### src/rtl/cla_adder16.sv
// 16-bit two-level carry-lookahead adder (4 groups of 4 bits) with a registered
// result stage; also exports block propagate/generate for wider lookahead trees.
module cla_adder16 (
  input  logic        clk,
  input  logic        rst,
  input  logic        in_valid,
  input  logic [15:0] ina,
  input  logic [15:0] inb,
  input  logic        cin,
  output logic [15:0] sum,
  output logic        cout,
  output logic        ovf,
  output logic        grp_p,
  output logic        grp_g,
  output logic        out_valid
);

  logic [15:0] p;
  logic [15:0] g;
  logic [3:0]  gp;
  logic [3:0]  gg;
  logic [16:0] c;
  logic [15:0] sum_c;
  logic        ovf_c;
  logic        bp_c;
  logic        bg_c;

  // Bit and group propagate/generate terms.
  always_comb begin
    p  = ina ^ inb;
    g  = ina & inb;
    gp = '0;
    gg = '0;
    for (int k = 0; k < 4; k++) begin
      gp[k] = p[4*k+3] & p[4*k+2] & p[4*k+1] & p[4*k];
      gg[k] = g[4*k+3]
            | (p[4*k+3] & g[4*k+2])
            | (p[4*k+3] & p[4*k+2] & g[4*k+1])
            | (p[4*k+3] & p[4*k+2] & p[4*k+1] & g[4*k]);
    end
  end

  // Second-level lookahead for group carries, then in-group lookahead from each
  // group carry-in; nothing ripples between bits or groups.
  always_comb begin
    c      = '0;
    c[0]   = cin;
    c[4]   = gg[0] | (gp[0] & cin);
    c[8]   = gg[1] | (gp[1] & gg[0]) | (gp[1] & gp[0] & cin);
    c[12]  = gg[2] | (gp[2] & gg[1]) | (gp[2] & gp[1] & gg[0])
           | (gp[2] & gp[1] & gp[0] & cin);
    c[16]  = gg[3] | (gp[3] & gg[2]) | (gp[3] & gp[2] & gg[1])
           | (gp[3] & gp[2] & gp[1] & gg[0])
           | (gp[3] & gp[2] & gp[1] & gp[0] & cin);
    for (int k = 0; k < 4; k++) begin
      c[4*k+1] = g[4*k] | (p[4*k] & c[4*k]);
      c[4*k+2] = g[4*k+1] | (p[4*k+1] & g[4*k])
               | (p[4*k+1] & p[4*k] & c[4*k]);
      c[4*k+3] = g[4*k+2] | (p[4*k+2] & g[4*k+1])
               | (p[4*k+2] & p[4*k+1] & g[4*k])
               | (p[4*k+2] & p[4*k+1] & p[4*k] & c[4*k]);
    end
  end

  // Block generate is the carry out with cin forced low.
  always_comb begin
    sum_c = p ^ c[15:0];
    ovf_c = c[16] ^ c[15];
    bp_c  = &gp;
    bg_c  = gg[3] | (gp[3] & gg[2]) | (gp[3] & gp[2] & gg[1])
          | (gp[3] & gp[2] & gp[1] & gg[0]);
  end

  always_ff @(posedge clk) begin
    if (rst) begin
      sum       <= '0;
      cout      <= 1'b0;
      ovf       <= 1'b0;
      grp_p     <= 1'b0;
      grp_g     <= 1'b0;
      out_valid <= 1'b0;
    end else if (in_valid) begin
      sum       <= sum_c;
      cout      <= c[16];
      ovf       <= ovf_c;
      grp_p     <= bp_c;
      grp_g     <= bg_c;
      out_valid <= 1'b1;
    end else begin
      out_valid <= 1'b0;
    end
  end

endmodule

### config.mk
export PLATFORM = sky130hd
export DESIGN_NAME = cla_adder16
export DESIGN_NICKNAME = d
export VERILOG_FILES = /design/src/rtl/cla_adder16.sv
export SDC_FILE = /design/constraint.sdc
export NUM_CORES = 1
export LEC_CHECK = 0
export BUFFER_PORTS_ARGS = -buffer_cell sky130_fd_sc_hd__buf_2
export CORE_ASPECT_RATIO = 1.4
export CORE_MARGIN = 5
export CORE_UTILIZATION = 35
export DETAILED_ROUTE_END_ITERATION = 8
export GPL_TIMING_DRIVEN = 1
export PLACE_DENSITY_LB_ADDON = 0.12
export RECOVER_POWER = 100
export SLEW_MARGIN = 40
export SYNTH_ARGS = -nofsm -noshare
export SYNTH_HDL_FRONTEND = slang
export SYNTH_SLANG_ARGS = --single-unit
### constraint.sdc
create_clock -name clk -period 2.77 [get_ports clk]
set_clock_uncertainty 0.15 [all_clocks]
set_input_delay 0.277 -clock clk [delete_from_list [all_inputs] [get_ports clk]]
set_output_delay 0.277 -clock clk [all_outputs]
set_load 0.05 [all_outputs]
==> flow_summary.toml <==
[worst_hold_path]
whs_path_depth = 2
min_path_type = "in2reg"

[clocking]
cts_tree = "built"
cts_resized = 0
insertion_delay_ns = 0.26
cts_max_path_buffers = 2
clock_sinks = 21
cts_hold_buffers = 0
clkTransAtPathRegs_ns = 0.08
post_cts_buffers = 0
htree_levels = 1
cts_made_buffers = 3
root_buffer = "clkbuf_8"

[route]
num_vias = 1368
drt-wirelength-per-cell_um = 13.4
first_pass_iters = 4
wirelength_um = 3560
drt_iter0_markers = 48
via_per_inst = 5.16
drtAntennaViolNets = 0
drc = 0

[synthesis]
synth_mux_area_share_pct = 5.56
synth_flop_cell = "dfxtp_1"
synth_xor_area_share_pct = 5.47
postSynth.asyncResetShare_pct = 0
synthCells = 166
synth_area_per_cell_um2 = 8.68
synth_area_um2 = 1440
yosysWarningCount = 0
yosysUniqueCellTypes = 35
synth_top_cells_by_area = "dfxtp_1 (29%), ha_1 (14%), fa_1 (5.6%)"
synth_top_family_by_area = "simple AND/OR/NAND/NOR gates"
yosys.area_share.simple_pct = 19.5
synth_edf_count = 0
syn_nets = 222
synthAdderAreaFrac_pct = 19.5
synth-compound-area-share_pct = 17.7
seq_area_frac_synth_pct = 29.2
yosysTopAreaCell = "dfxtp_1"
yosys.area.top_type_share_pct = 29.2
synth_seq_cells = 21

[final_layout]
final_cell_area_um2 = 1770
nets = 279
fin_util_pct = 44.7
drive_gt1_share_pct = 17.1
n_antenna_cell = 0
final_common_cell = "buf_2"
final_cell_mix = "buf_2 (34), clkbuf_1 (24), nor2_1 (21), dfxtp_1 (21), ha_1 (16)"
area_delta_synth_final_pct = 22.7

[sta]
hold_viol = 0
setup_tns_ns = 0
post-route-period-util_pct = 86.9
max_slew_margin_pct = 15.5
fin_ws_ns = 0.363
tightest_slew_ns = 1.27
rsz0062_at_grt = "no"
fin_crit_ns = 2.41
clock.fmax_ghz = 0.416
slew_viol_final = 0
setup_viol = 0

[setup_path]
cp_cell_sequence = "buf_2 -> ha_1 -> a21oi_1 -> a31oi_1 -> nor3_1 -> o211ai_1 -> a21o_1 -> fa_1 -> xnor2_1 -> a211oi_1"
path_max_fanout = 7
criticalPathCategory = "in2reg"
worstPathArrival_ns = 2.35
slowest_delay_ns = 0.38
slowest_stage = "fa_1"
worstSetupStartpointType = "input pin"
cp-end-kind = "register"
worstRegToRegCells = 2
crit_required_ns = 2.71

[die]
die_area_um2 = 5520
num_io_pins = 57
core_area_um2 = 3950
die_h_um = 85.9
start_util_pct = 36.4
die_x_um = 64.2
core.rowCount = 27

[global_route]
antenna_found_initial = 0
grt_max_degree = 29
grt_pass1_vias = 1389
overflow = 0
grt_pass1_wl_um = 6070
gr-usage-all-layers_pct = 13.4

[place]
io_buffers = 56
dp_hpwl_um = 2980
preCtsSetupSlack_ns = 0.149
placed_cell_area_um2 = 1760
globalplace.congestion = 0.773

[power_and_ir_drop]
leakage_nw = 0.785
finalPower_uw = 911
ir_worst_vdd_v = 0.000316
power-per-cell-area_nw_per_um2 = 516

[run_status]
status = "completed"

[run]
maxCapViolations = 0
## per-stage QoR
stage | hold slack, ns | cells
finish | 0.259 | 265
global placement | 0.282 | 261
CTS | 0.263 | 265
detailed placement | 0.288 | 261
floorplan | 0.342 | 166
global route | 0.287 | 265
## cells by family after synthesis
| group | Yosys count |
|---|---|
| simple gates | 58 |
| compound gates | 38 |
| flops | 21 |
| fa+ha+maj | 20 |
| buf+inv | 12 |
| xor+xnor | 9 |
| mux | 8 |
## area by class of cell
type	instances	area, um^2
timing repair buffer	57	256
inverter	7	26.3
tap	43	53.8
multi-input combinational	133	965
clock buffer	4	45.0
fill	430	2190
sequential	21	420
## cells in the mapped netlist (all sizes together) (2+ instances only)
library cell	number
o21ai	7
nand4	4
nor3b	2
nor3	4
a211oi	7
nor2	21
nand3	6
a21o	5
fa	4
xnor2	8
inv	7
o311ai	2
o31ai	2
dfxtp	21
ha	16
a21oi	9
mux2i	8
nand2	15
o211ai	3
clkbuf	4
## state kept, by name, indices dropped and copies added (netlist names)
signal,cells
cout,1
grp_g,1
grp_p,1
out_valid,1
ovf,1
sum,16
## path summary, 6_finish.rpt
path	from	to	slack (ns)
worst max-delay path	ina[3]	sum[13]$_SDFFE_PP0P_	0.36
worst min register to register	sum[14]$_SDFFE_PP0P_	sum[14]$_SDFFE_PP0P_	0.30
worst min-delay path	rst	sum[4]$_SDFFE_PP0P_	0.26
worst max register to register	sum[15]$_SDFFE_PP0P_	sum[15]$_SDFFE_PP0P_	1.62
## power breakdown
part | total [mW] | internal, mW | switching (mW)
clock network | 0.203 | 0.103 | 0.100
registers | 0.347 | 0.332 | 0.0148
logic | 0.362 | 0.121 | 0.241
## metal layers
layer | track usage [%] | routed length [um] | vias up
met5 | 0 | 0 | -
li1 | - | - | 712
met4 | 5.00 | 56 | 0
met2 | 24.0 | 1860 | 36
met3 | 2.49 | 198 | 5
met1 | 15.7 | 1440 | 615
## worst max-delay path: cells and delay by family
kind                     cells  cell delay (ns)
adder cells (fa/ha/maj)      2             0.75
buffers and inverters        1             0.10
AND/OR/NAND/NOR              1             0.28
AO/OA/AOI/OAI                5             0.77
XOR/XNOR                     1             0.18
(Power assumes the default switching activity.)
